## src/rtl/i2c_control_unit.sv

```systemverilog
// I2C master bit-slot sequencer: generates SCL and steers the SDA data unit
// through start, address, data, ack and stop slots. All outputs are registered.
module i2c_control_unit #(
   parameter int LENGTH      = 8,
   parameter int HALF_PERIOD = 250
) (
   input  logic              clock,
   input  logic              Reset,
   input  logic              Go,
   input  logic              RWbit,
   input  logic [6:0]        Address,
   input  logic [LENGTH-1:0] WriteByte,
   input  logic [1:0]        NumBytes,
   input  logic              SDAsense,
   output logic              SCL,
   output logic [LENGTH-1:0] SentData,
   output logic              WriteLoad,
   output logic              ShiftorHold,
   output logic              ReadorWrite,
   output logic              Select,
   output logic              StartStopAck,
   output logic              Busy,
   output logic              ByteValid,
   output logic              Done,
   output logic              AckError
);
   localparam int PW = $clog2(2*HALF_PERIOD);
   localparam int BW = (LENGTH > 1) ? $clog2(LENGTH) : 1;
   localparam logic [PW-1:0] P_ONE  = PW'(1);
   localparam logic [PW-1:0] P_HALF = PW'(HALF_PERIOD);
   localparam logic [PW-1:0] P_SAMP = PW'(HALF_PERIOD + HALF_PERIOD/2);
   localparam logic [PW-1:0] P_END  = PW'(2*HALF_PERIOD - 1);
   localparam logic [BW-1:0] B_ONE  = BW'(1);
   localparam logic [BW-1:0] B_LAST = BW'(LENGTH - 1);

   typedef enum logic [3:0] {
      IDLE, START, ADDR, ADDR_ACK, WDATA, WDATA_ACK, RDATA, RDATA_ACK, STOP
   } state_t;

   typedef struct packed {
      logic scl;
      logic rel;
      logic sel;
      logic ssa;
      logic busy;
      logic shift;
      logic load;
      logic bvalid;
      logic done;
   } outs_t;

   state_t            state, n_state;
   logic [PW-1:0]     phase, n_phase;
   logic [BW-1:0]     bitcnt, n_bitcnt;
   logic              rw, n_rw;
   logic              more, n_more;
   logic              ackerr, n_ackerr;
   logic [LENGTH-1:0] wbyte, n_wbyte;
   logic [LENGTH-1:0] sent, n_sent;
   logic              slot_end;
   logic              hi, end_n;
   outs_t             o, n_o;

   always_comb begin
      n_state  = state;
      n_phase  = phase;
      n_bitcnt = bitcnt;
      n_rw     = rw;
      n_more   = more;
      n_ackerr = ackerr;
      n_wbyte  = wbyte;
      n_sent   = sent;
      slot_end = (phase == P_END);
      if (state != IDLE)
         n_phase = slot_end ? '0 : phase + P_ONE;
      case (state)
         IDLE: if (Go) begin
            n_state  = START;
            n_phase  = '0;
            n_bitcnt = '0;
            n_rw     = RWbit;
            n_more   = RWbit && (NumBytes == 2'd2);
            n_ackerr = 1'b0;
            n_wbyte  = WriteByte;
            n_sent   = LENGTH'({Address, RWbit});
         end
         START: if (slot_end) n_state = ADDR;
         ADDR, WDATA, RDATA: if (slot_end) begin
            n_bitcnt = bitcnt + B_ONE;
            if (bitcnt == B_LAST) begin
               n_bitcnt = '0;
               if (state == ADDR) begin
                  n_state = ADDR_ACK;
                  n_sent  = wbyte;   // staged so it is valid at the WDATA load
               end else if (state == WDATA) begin
                  n_state = WDATA_ACK;
               end else begin
                  n_state = RDATA_ACK;
               end
            end
         end
         ADDR_ACK, WDATA_ACK: begin
            if (phase == P_SAMP && SDAsense) n_ackerr = 1'b1;
            if (slot_end) begin
               if (ackerr || state == WDATA_ACK) n_state = STOP;
               else if (rw)                      n_state = RDATA;
               else                              n_state = WDATA;
            end
         end
         RDATA_ACK: if (slot_end) begin
            if (more) begin
               n_more  = 1'b0;
               n_state = RDATA;
            end else begin
               n_state = STOP;
            end
         end
         STOP: if (slot_end) n_state = IDLE;
         default: n_state = IDLE;
      endcase
   end

   // Outputs decoded from the next-cycle state so they can be registered.
   always_comb begin
      hi       = (n_phase >= P_HALF);
      end_n    = (n_phase == P_END);
      n_o      = '0;
      n_o.scl  = 1'b1;
      n_o.ssa  = 1'b1;
      n_o.busy = (n_state != IDLE);
      case (n_state)
         START: begin
            n_o.ssa  = ~hi;
            n_o.load = end_n;
         end
         ADDR, WDATA: begin
            n_o.scl   = hi;
            n_o.sel   = 1'b1;
            n_o.shift = end_n && (n_bitcnt != B_LAST);
         end
         ADDR_ACK: begin
            n_o.scl  = hi;
            n_o.rel  = 1'b1;
            n_o.load = end_n && !n_ackerr && !n_rw;
         end
         WDATA_ACK: begin
            n_o.scl = hi;
            n_o.rel = 1'b1;
         end
         RDATA: begin
            n_o.scl    = hi;
            n_o.rel    = 1'b1;
            n_o.shift  = (n_phase == P_SAMP);
            n_o.bvalid = end_n && (n_bitcnt == B_LAST);
         end
         RDATA_ACK: begin
            n_o.scl = hi;
            n_o.ssa = ~n_more;
         end
         STOP: begin
            n_o.scl  = hi;
            n_o.ssa  = (n_phase >= P_SAMP);
            n_o.done = end_n;
         end
         default: ;
      endcase
   end

   always_ff @(posedge clock) begin
      if (Reset) begin
         state  <= IDLE;
         phase  <= '0;
         bitcnt <= '0;
         rw     <= 1'b0;
         more   <= 1'b0;
         ackerr <= 1'b0;
         wbyte  <= '0;
         sent   <= '0;
         o      <= '0;
         o.scl  <= 1'b1;
         o.ssa  <= 1'b1;
      end else begin
         state  <= n_state;
         phase  <= n_phase;
         bitcnt <= n_bitcnt;
         rw     <= n_rw;
         more   <= n_more;
         ackerr <= n_ackerr;
         wbyte  <= n_wbyte;
         sent   <= n_sent;
         o      <= n_o;
      end
   end

   assign SCL          = o.scl;
   assign ReadorWrite  = o.rel;
   assign Select       = o.sel;
   assign StartStopAck = o.ssa;
   assign Busy         = o.busy;
   assign ShiftorHold  = o.shift;
   assign WriteLoad    = o.load;
   assign ByteValid    = o.bvalid;
   assign Done         = o.done;
   assign SentData     = sent;
   assign AckError     = ackerr;
endmodule

```

## config.mk

```make
export PLATFORM = sky130hd
export DESIGN_NAME = i2c_control_unit
export DESIGN_NICKNAME = d
export VERILOG_FILES = /design/src/rtl/i2c_control_unit.sv
export SDC_FILE = /design/constraint.sdc
export NUM_CORES = 1
export LEC_CHECK = 0
export BUFFER_PORTS_ARGS = -buffer_cell sky130_fd_sc_hd__clkbuf_2
export CAP_MARGIN = 30
export CORE_MARGIN = 8
export CORE_UTILIZATION = 55
export CTS_BUF_LIST = sky130_fd_sc_hd__clkbuf_4
export CTS_CLUSTER_DIAMETER = 30
export DETAILED_ROUTE_END_ITERATION = 7
export HOLD_SLACK_MARGIN = 0.02
export MAX_ROUTING_LAYER = met4
export PLACE_DENSITY = 0.87
export SLEW_MARGIN = 20
export SYNTH_ARGS = -nofsm -noshare
export SYNTH_HDL_FRONTEND = slang
export SYNTH_SLANG_ARGS = --single-unit
```

## constraint.sdc

```tcl
create_clock -name clock -period 3.1 [get_ports clock]
set_input_delay 0.62 -clock clock [delete_from_list [all_inputs] [get_ports clock]]
set_output_delay 0.62 -clock clock [all_outputs]
set_load 0.01 [all_outputs]
```

Word level (Yosys, flattened, before mapping)

Cells that the tools add are included.

Add/subtract/negate cells: 2
Mux-type cells: 39
Bitwise logic cells: 5
Eq/ne operators: 28
$lt $le $gt $ge: 2
Reductions and logical operators: 23

Operators with widths:

| operator                                                               | count |
|---|---|
| 9-bit equality test (second input constant)                            | 4 |
| 4-bit two-way mux                                                      | 9 |
| 9-bit two-way mux                                                      | 4 |
| 4-bit by 3-bit equality test with 1-bit output (second input constant) | 8 |
| 8-bit two-way mux                                                      | 4 |
| 4-bit one-hot mux with 6 select lines                                  | 1 |
| 4-bit by 2-bit equality test with 1-bit output (second input constant) | 4 |
| 8-bit one-hot mux with 2 select lines                                  | 1 |
| 3-bit two-way mux                                                      | 4 |
| 2-bit OR reduction                                                     | 5 |
| 9-bit by 1-bit adder with 9-bit output (second input constant)         | 1 |
| 9-bit by 8-bit >= comparator with 1-bit output (second input constant) | 1 |
| 9-bit >= comparator (second input constant)                            | 1 |
| 4-bit by 1-bit equality test with 1-bit output (second input constant) | 2 |
| 4-bit equality test (second input constant)                            | 2 |
| 1-bit two-way mux                                                      | 8 |
| 2-bit != test (second input constant)                                  | 4 |
| 1-bit one-hot mux with 2 select lines                                  | 4 |
| 4-bit nonzero test                                                     | 2 |
| 7-bit OR reduction                                                     | 1 |
| 3-bit equality test (second input constant)                            | 2 |
| 1-bit logical AND                                                      | 6 |
| 3-bit one-hot mux with 2 select lines                                  | 1 |
| 3-bit OR reduction                                                     | 2 |
| 12 further kinds                                                       | 18 |

Register bits after elaboration: 44
Output and inout port bits: 18

Longest topological paths before layout

Gate-level depths: netlist (run 1).

Depth in word-level cells: 10
Gate-level depth with buffers: 9
Depth with buffers taken out: 7

Least setup slack after synthesis (run 1)

No wires, ideal clock.

Path type: reg2reg
Start point: register phase[0]
End point: register o (netlist bit StartStopAck)
Path buffers: 1
Library setup time: 127 ps
Required time: 2973 ps
Cell stages (with the launch flop): 9
Arrival: 2163 ps
Period minus slack after synthesis: 2290 ps
Path slack: 810 ps
Cells stage by stage: dfxtp_1 -> ha_1 -> clkbuf_2 -> and4bb_2 -> nand2_2 -> mux2i_1 -> and4b_1 -> a211o_1 -> or3_1

Cells in the longest elaborated chain, start to end: 8
Elaborated cells on any way between the ends: 22

Ends and longest elaborated chain:

| what                                                                                 | line   | text |
|---|---|---|
| from (decl)                                                                          | 53     | `logic [PW-1:0] phase, n_phase;` |
| from (signal assigned)                                                               | 184    | `phase <= n_phase;` |
| 9-bit by 1-bit adder with 9-bit output / 9-bit equality test (equally long branches) | 75, 73 |  |
| 9-bit two-way mux                                                                    | 75     | `n_phase = slot_end ? '0 : phase + P_ONE;` |
| 9-bit two-way mux                                                                    | 74     | `if (state != IDLE)` |
| 9-bit two-way mux                                                                    | 77     | `IDLE: if (Go) begin` |
| 9-bit two-way mux                                                                    | 76     | `case (state)` |
| 9-bit by 8-bit >= comparator with 1-bit output                                       | 125    | `hi = (n_phase >= P_HALF);` |
| 1-bit NOT                                                                            | 133    | `n_o.ssa = ~hi;` |
| 1-bit one-hot mux with 3 select lines *                                              | 131    | `case (n_state)` |
| to (signal assigned)                                                                 | 191    | `o <= n_o;` |
| to (decl)                                                                            | 62     | `outs_t o, n_o;` |

Mark *: on every way between the ends. The rest lies on a longest branch, timed or not.
A chain may end at the register's enable or synchronous reset.

Final worst setup path (run 1)

Start point: register phase[0]
End point: register o (netlist bit ShiftorHold)

Cells in the longest elaborated chain, start to end: 8
Elaborated cells on any way between the ends: 23

Ends and longest elaborated chain:

| what                                                                                 | line   | text |
|---|---|---|
| 9-bit by 1-bit adder with 9-bit output / 9-bit equality test (equally long branches) | 75, 73 |  |
| 9-bit two-way mux                                                                    | 75     |  |
| 9-bit two-way mux                                                                    | 74     |  |
| 9-bit two-way mux                                                                    | 77     |  |
| 9-bit two-way mux                                                                    | 76     |  |
| 9-bit equality test                                                                  | 126    | `end_n = (n_phase == P_END);` |
| 1-bit logical AND                                                                    | 139    | `n_o.shift = end_n && (n_bitcnt != B_LAST);` |
| 1-bit one-hot mux with 2 select lines *                                              | 131    |  |

Marks and branches as above.

==> reports/metrics.yaml, run 1 <==
status:
  status: "finished, final reports clean"
timing:
  worst_pin_slew_ns: 0.8732
  hold_slack_ns: 0.4489
  fin_crit_sh: 0.8779
  setup_tns_ns: 0
  finalHoldViolCount: 0
  setup_violations: 0
  rsz0062_at_grt: "no"
  maxSlewHeadroom: 0.4103
  fmax_ghz: 0.3674
  clock_skew_ns: 0.01730
  fin_crit_ns: 2.722
  maxSlewViolCount: 0
floorplan:
  io_pins: 40
  core-area_sq_um: 3971
  initial_core_util: 0.5671
  die_h_microns: 79.99
  die_w_microns: 79.99
  rows: 23
  die_area_sq_um: 6398
synth:
  synth_compound_area_frac: 0.1922
  synth_xor_area_frac: 0.02722
  syn_inst: 271
  synth_top_area_cell: "dfxtp_1"
  synthSimpleGateAreaFrac: 0.3111
  synth_flop_cell: "dfxtp_1"
  synthAdderAreaFrac: 0.01667
  ys_ff_latch: 44
  netlist_area_sq_um: 2252
  muxShareOfSynthArea: 0.01833
  yosys.area.top_type_share: 0.3911
  ys_seq_area_frac: 0.3911
  synth_top_family_by_area: "simple AND/OR/NAND/NOR gates"
  synth_nets: 296
  yosysWarnings: 0
  synth_edf_count: 0
  synth.area.top_cells: "dfxtp_1, nand2_1, nor2_1"
  yosysUniqueCellTypes: 67
  syn_area_per_cell_sq_um: 8.311
  async_flop_share: 0
pwr:
  total_power_uw: 1094
  power_density_nw_per_um2: 433.0
  p_leak_uw: 0.001000
  ir_drop_mv: 0.3256
drt:
  dr.pass1.iters: 4
  route.detailed.drc: 0
  antenna_left: 0
  wl_microns: 5504
  wl_per_cell_microns: 15.50
  viasPerCell: 5.932
  vias: 2106
  drt_iter0_markers: 217
worst_hold_path:
  min_path_cells: 3
  min_to: "wbyte[5]$_SDFFE_PP0P_"
  min_from: "WriteByte[5]"
  hold_path.class: "in -> reg"
clock_tree:
  cts-root-buf: "clkbuf_4"
  numCtsBuffers: 5
  htree_num_levels: 2
  clock_path_buffers: 2
  path_clk_slew_ns: 0.14
  postCtsSetupBuffers: 0
  cts.sinks: 44
  clock_latency_ns: 0.37
  cts_resized: 0
  tritoncts: "done"
  hold_buffers: 0
worst_setup_path:
  cp.required_ns: 3.38
  r2r_end: "ShiftorHold$_SDFF_PP0_"
  path_max_fanout: 9
  endpoint_kind: "register"
  r2r_cells: 7
  worstPathArrival_ns: 3.00
  regToRegSetupSlack_ns: 0.38
  crit_path_start_kind: "register"
  r2r_start: "phase[0]$_SDFF_PP0_"
  worstSetupPathType: "reg -> reg"
final_layout:
  diodes: 0
  stdcell_count: 355
  drive_above_1_share: 0.2295
  synthToLayoutAreaGrowth_pct: 12.17
  final_nets: 329
placement:
  dp_hpwl_microns: 4109
  gp_congestion: 0.9837
  dp.cells: 347
  numPortBuffers: 39
grt:
  grt_util_all_layers: 0.1808
  grt_pass1_vias: 1985
  antenna_found_initial: 0
  grt_pass1_wl_microns: 9163
  gr-total-overflow: 0
  grt_max_degree: 23
run:
  max_cap_viol_count: 0
[synthesized netlist by cell type (2+ instances only)]
master,instances
a31oi_1,2
buf_4,2
nor4_1,5
nand2_1,47
xor2_1,4
o311ai_0,2
o21ai_0,2
nor3_1,9
buf_6,2
and3_1,4
or3_1,4
a21oi_1,18
nand3_1,4
a311oi_1,8
nand2b_1,2
a22oi_1,2
nand4_1,3
dfxtp_1,44
ha_1,3
o31ai_1,2
and2_1,2
xnor2_1,3
nor2_1,37
clkbuf_1,6
a211o_1,2
o31a_1,2
inv_1,2
buf_2,5
o41ai_1,2
mux2i_1,3
nand3b_1,2
[worst max-delay path by stage]
| stage | startpoint | to | slack [ns] | cells past startpoint |
|---|---|---|---|---|
| 2_1_floorplan | phase[0]$_SDFF_PP0_ | StartStopAck$_SDFF_PP1_ | 0.81 | 8 |
| 6_report | phase[0]$_SDFF_PP0_ | ShiftorHold$_SDFF_PP0_ | 0.38 | 7 |
| 3_5_place_dp | phase[0]$_SDFF_PP0_ | ShiftorHold$_SDFF_PP0_ | 0.53 | 7 |
| 4_1_cts | phase[0]$_SDFF_PP0_ | ShiftorHold$_SDFF_PP0_ | 0.43 | 7 |
| 5_1_grt | phase[0]$_SDFF_PP0_ | ShiftorHold$_SDFF_PP0_ | 0.26 | 7 |
| 3_3_place_gp | phase[0]$_SDFF_PP0_ | ShiftorHold$_SDFF_PP0_ | 0.62 | 7 |
[critical path: stages, from the launching register on]
cell and delay, ns:
dfxtp_1 0.44, ha_1 0.36, and4bb_2 0.32, nand3_1 0.12, o21ai_0 0.52, nand2_1 0.18, or3_1 0.44, o32ai_1 0.27
[cells by family after synthesis]
kind of cell	Yosys count
buffers and inverters	18
adders and majority gates	3
and+or+nand+nor	138
AOI/OAI and AO/OA	57
DFF	44
xor gates and xnor gates	7
muxes	4
[power breakdown]
| part | switching (uW) | internal (uW) |
|---|---|---|
| Clock | 195 | 172 |
| Sequential | 13.7 | 587 |
| Combinational | 73.3 | 52.6 |
| Total | 282 | 812 |
[placed cells by master, fill, tap and decap left out, types with 5 or more instances in the layout]
| cell | instances |
|---|---|
| nor2_1 | 37 |
| nor3_1 | 9 |
| a21oi_1 | 18 |
| dfxtp_1 | 44 |
| clkbuf_4 | 5 |
| a311oi_1 | 8 |
| nor4_1 | 5 |
| clkbuf_2 | 39 |
| nand2_1 | 47 |
[final cells by class]
cell class | instances | area, sq um
repair buffers | 42 | 217.7
well taps | 50 | 62.56
clock inverters | 3 | 46.29
flip-flops and latches | 44 | 880.8
clock buffers | 5 | 37.54
fillers | 364 | 1445
inverters | 2 | 7.507
multi-input cells | 209 | 1274
[routing by layer]
metal | global-route usage | wire, microns
met1 | 0.2307 | 2512
met2 | 0.2668 | 2425
met3 | 0.05631 | 493
met4 | 0.05091 | 72
met5 | - | 0
[registers in the layout, summed over array words and instances, names as in the netlist, 3 cells and up]
signal / cells
state: 4
wbyte: 8
bitcnt: 3
SentData: 8
phase: 9
[metrics by stage]
step	cell area [sq um]	setup WS, ns	util
after detailed placement	2442	0.5295	0.6150
after global placement	2442	0.6169	0.6150
after CTS	2526	0.4327	0.6361
final	2526	0.3784	0.6361
after floorplan	2252	0.8097	-
after global routing	2526	0.2618	0.6361
(Power assumes the default switching activity.)
==> run 2, diff against run 1 <==
Settings changed: CORE_MARGIN 8 to not set.
==> run 2 against run 1 <==
Final cell count fell by 0.56%. Non-clock buffer count did not move. Maximum frequency fell by 1.6%. Sequential power barely moved. First-iteration DRC count fell by 15%. Via count barely moved. Combinational power barely moved. Critical endpoint unchanged. Highest routed layer unchanged.
==> reports/metrics.yaml, run 2 (same netlist as run 1, synthesis figures left out) <==
pwr:
  power_density_nw_per_um2: 432.0
  p_leak_uw: 0.001004
  ir_drop_mv: 0.2277
timing:
  rsz0062_at_grt: "no"
  worst_pin_slew_ns: 0.6778
  fin_crit_ns: 2.767
  setup_tns_ns: 0
  maxSlewHeadroom: 0.5422
  fin_crit_sh: 0.8926
  finalHoldViolCount: 0
  setup_violations: 0
  fmax_ghz: 0.3614
  fin_ws_ns: 0.3330
  clock_skew_ns: 0.01124
  maxSlewViolCount: 0
placement:
  place_ws_ns: 0.4796
  dp_hpwl_microns: 3826
  numPortBuffers: 39
  dpl_cell_area_sq_um: 2440
  gp_congestion: 0.9556
clock_tree:
  numCtsBuffers: 5
  cts-root-buf: "clkbuf_4"
  hold_buffers: 0
  path_clk_slew_ns: 0.13
  clock_path_buffers: 2
  cts_resized: 0
  postCtsSetupBuffers: 0
  tritoncts: "done"
  htree_num_levels: 2
  clock_latency_ns: 0.36
  cts.sinks: 44
final_layout:
  multi_input_comb_area_sq_um: 1274
  diodes: 0
  synthToLayoutAreaGrowth_pct: 11.89
  finalInstanceArea_sq_um: 2520
  drive_above_1_share: 0.2295
  largest-register: "phase"
  largest_reg_flops: 9
  mostFrequentLayoutCell: "nand2_1"
  layout_common_cells: "nand2_1, dfxtp_1, clkbuf_2"
  final_nets: 329
  seq_area_sq_um: 880.8
  fillCellCount: 344
worst_setup_path:
  endpoint_kind: "register"
  r2r_cells: 7
  cp.required_ns: 3.37
  worstSetupPathType: "reg -> reg"
  path_max_fanout: 9
  worstPathArrival_ns: 3.04
  crit_path_start_kind: "register"
status:
  status: "finished, final reports clean"
grt:
  gr-total-overflow: 0
  grt_use_met2: 0.3954
  grt_pass1_wl_microns: 8521
  antenna_found_initial: 0
  grt_max_degree: 32
  grt_pass1_vias: 1814
  grt.busiest_layer: "met2"
  grt_util_all_layers: 0.2672
  grt_use_met3: 0.05862
  use_met1: 0.3637
floorplan:
  rows: 22
  die_h_microns: 65.99
  io_pins: 40
  core-area_sq_um: 3799
  die_w_microns: 65.99
  die_area_sq_um: 4355
  initial_core_util: 0.5929
drt:
  antenna_left: 0
  wl_per_cell_microns: 14.97
  route.detailed.drc: 0
  dr.pass1.iters: 4
  wl_microns: 5284
  vias: 2108
  drt_iter0_markers: 184
  viasPerCell: 5.972
run:
  max_cap_viol_count: 0
worst_hold_path:
  min_path_cells: 3
  hold_path.class: "in -> reg"
==> run 2: report_power, final <==
group	total [uW]	leakage (uW)	internal [uW]	switching, uW
combinational	125	0.000600	52.6	72.4
clock	363	0.0000456	178	185
sequential	601	0.000359	587	14.2
total	1090	0.00100	817	271
==> run 2: critical path, stage by stage (launching register included) <==
cell	delay (ns)
dfxtp_1	0.45
ha_1	0.37
and4bb_2	0.32
nand3_1	0.11
o21ai_0	0.54
nand2_1	0.20
or3_1	0.43
o32ai_1	0.26
==> run 2: metal layers <==
metal | routed length, microns | vias to the layer above | share of wire
li1 | - | 1048 | -
met1 | 2392 | 971 | 0.45
met2 | 2374 | 83 | 0.45
met3 | 456 | 6 | 0.086
met4 | 60 | 0 | 0.011
met5 | 0 | - | 0
==> run 2: through the flow <==
stage	hold slack [ns]	std cells	util	power, uW
2_1_floorplan	0.4366	271	-	695.7
3_3_place_gp	0.4416	345	0.6423	734.4
3_5_place_dp	0.4468	345	0.6423	737.1
4_1_cts	0.4593	353	0.6634	1094
5_1_grt	0.4521	353	0.6634	1136
6_report	0.4593	353	0.6634	1089
==> run 2: layout make-up <==
cell class              instances  area share
clock buffers                   6     0.01787
clock inverters                 2     0.01390
repair buffers                 42     0.08640
multi-input cells             209      0.5055
flip-flops and latches         44      0.3496
inverters                       2    0.002979
well taps                      48     0.02383
==> run 2: worst paths after layout <==
| kind | start | to | slack (ns) |
|---|---|---|---|
| worst max-delay path | phase[0]$_SDFF_PP0_ | ShiftorHold$_SDFF_PP0_ | 0.33 |
| worst min-delay path | WriteByte[1] | wbyte[1]$_SDFFE_PP0P_ | 0.46 |
| worst max register to register | phase[0]$_SDFF_PP0_ | ShiftorHold$_SDFF_PP0_ | 0.33 |
| worst min register to register | wbyte[5]$_SDFFE_PP0P_ | wbyte[5]$_SDFFE_PP0P_ | 0.46 |
==> run 3, diff against run 2 <==
Settings changed: MAX_ROUTING_LAYER met4 to not set.
==> run 3 against run 2 <==
Non-clock buffer count unchanged. Critical path depth unchanged. Final cell count unchanged. Clock skew down 0.0037 ns. Sequential share of layout area up 0.33 points. Maximum frequency up 3.1%. Register-to-register slack better by 0.08 ns. Critical path type unchanged. Critical endpoint unchanged. Largest power group unchanged. Highest routed layer unchanged.
==> reports/metrics.yaml, run 3 (same netlist as run 1, synthesis figures left out) <==
status:
  status: "finished, final reports clean"
pwr:
  p_leak_uw: 0.0009878
  total_power_uw: 1006
  power_density_nw_per_um2: 403.2
  ir_drop_mv: 0.2845
grt:
  antenna_found_initial: 0
  grt_max_degree: 32
  grt_pass1_wl_microns: 8404
  grt_util_all_layers: 0.2553
  grt_pass1_vias: 1828
  gr-total-overflow: 0
placement:
  dp_hpwl_microns: 3736
  dpl_cell_area_sq_um: 2440
  place_ws_ns: 0.4766
  numPortBuffers: 39
  gp_congestion: 0.9028
timing:
  fin_crit_sh: 0.8660
  fin_crit_ns: 2.684
  fin_ws_ns: 0.4155
  fmax_ghz: 0.3725
  clock_skew_ns: 0.007576
  worst_pin_slew_ns: 0.7739
  maxSlewViolCount: 0
  setup_violations: 0
  finalHoldViolCount: 0
  maxSlewHeadroom: 0.4773
  rsz0062_at_grt: "no"
  setup_tns_ns: 0
worst_hold_path:
  min_path_cells: 3
  min_to: "wbyte[2]$_SDFFE_PP0P_"
  hold_path.class: "in -> reg"
  min_from: "WriteByte[2]"
clock_tree:
  tritoncts: "done"
  cts_resized: 0
  clock_latency_ns: 0.36
  numCtsBuffers: 5
  path_clk_slew_ns: 0.13
  htree_num_levels: 2
  postCtsSetupBuffers: 0
  clock_path_buffers: 2
  cts.sinks: 44
  hold_buffers: 0
  cts-root-buf: "clkbuf_4"
final_layout:
  fillCellCount: 338
  diodes: 0
  layout_common_cells: "nand2_1, dfxtp_1, clkbuf_2"
  largest_reg_flops: 9
  synthToLayoutAreaGrowth_pct: 10.83
  largest-register: "phase"
  drive_above_1_share: 0.2262
  finalInstanceArea_sq_um: 2496
  mostFrequentLayoutCell: "nand2_1"
  final_nets: 329
worst_setup_path:
  critPathLaunch: "phase[0]$_SDFF_PP0_"
  r2r_end: "ShiftorHold$_SDFF_PP0_"
  cp.required_ns: 3.38
  worstSetupPathType: "reg -> reg"
  r2r_start: "phase[0]$_SDFF_PP0_"
  worstPathArrival_ns: 2.97
  path_max_fanout: 9
  r2r_cells: 7
  crit_path_start_kind: "register"
  regToRegSetupSlack_ns: 0.42
  endpoint_kind: "register"
floorplan:
  core-area_sq_um: 3799
  die_area_sq_um: 4355
  initial_core_util: 0.5929
  die_w_microns: 65.99
  io_pins: 40
  rows: 22
  die_h_microns: 65.99
drt:
  met2_length_microns: 2344
  dr.pass1.iters: 5
  wl_met1_microns: 2379
  wl_per_cell_microns: 14.85
  wl_microns: 5242
  viasPerCell: 5.975
  antenna_left: 0
  route.detailed.drc: 0
  wl_met3_microns: 454
  drt_iter0_markers: 165
  vias: 2109
  maxUsedRoutingLayer: "met4"
run:
  max_cap_viol_count: 0
## run 3: critical path, cell delays in order (launching register included)
cell and delay, ns:
dfxtp_1 0.45, ha_1 0.37, and4bb_2 0.32, nand3_1 0.11, o21ai_0 0.54, nand2_1 0.17
or3_1 0.42, o32ai_1 0.25
## run 3: worst max-delay path by stage
stage	to	slack (ns)
after detailed placement	ShiftorHold$_SDFF_PP0_	0.48
after floorplan	StartStopAck$_SDFF_PP1_	0.81
after global placement	StartStopAck$_SDFF_PP1_	0.63
after global routing	ShiftorHold$_SDFF_PP0_	0.25
after CTS	ShiftorHold$_SDFF_PP0_	0.48
final	ShiftorHold$_SDFF_PP0_	0.42
## run 3: cell type report
cell class	instances	area, sq um	area share
clock inverters	2	11.26	0.004511
inverters	2	7.507	0.003008
flip-flops and latches	44	880.8	0.3529
well taps	48	60.06	0.02406
repair buffers	42	217.7	0.08722
multi-input cells	209	1274	0.5103
clock buffers	6	45.04	0.01805
## run 3: metrics by stage
step | util | std cells | hold slack [ns]
floorplan | - | 271 | 0.4366
global placement | 0.6423 | 345 | 0.4416
detailed placement | 0.6423 | 345 | 0.4468
CTS | 0.6571 | 353 | 0.4524
global route | 0.6571 | 353 | 0.4617
finish | 0.6571 | 353 | 0.4606
## run 3: metal layers
layer  global-route usage  vias to the layer above
met1               0.3625                      958
li1                     -                     1044
met4              0.07979                        0
met3              0.05862                        7
met5                    0                        -
met2               0.3801                      100
## run 3: where the power goes
| part | internal (uW) | leakage (uW) | total [uW] | switching (uW) |
|---|---|---|---|---|
| registers | 587 | 0.000359 | 601 | 13.9 |
| clock network | 95.2 | 0.0000293 | 281 | 186 |
| logic | 52.6 | 0.000600 | 124 | 71.8 |
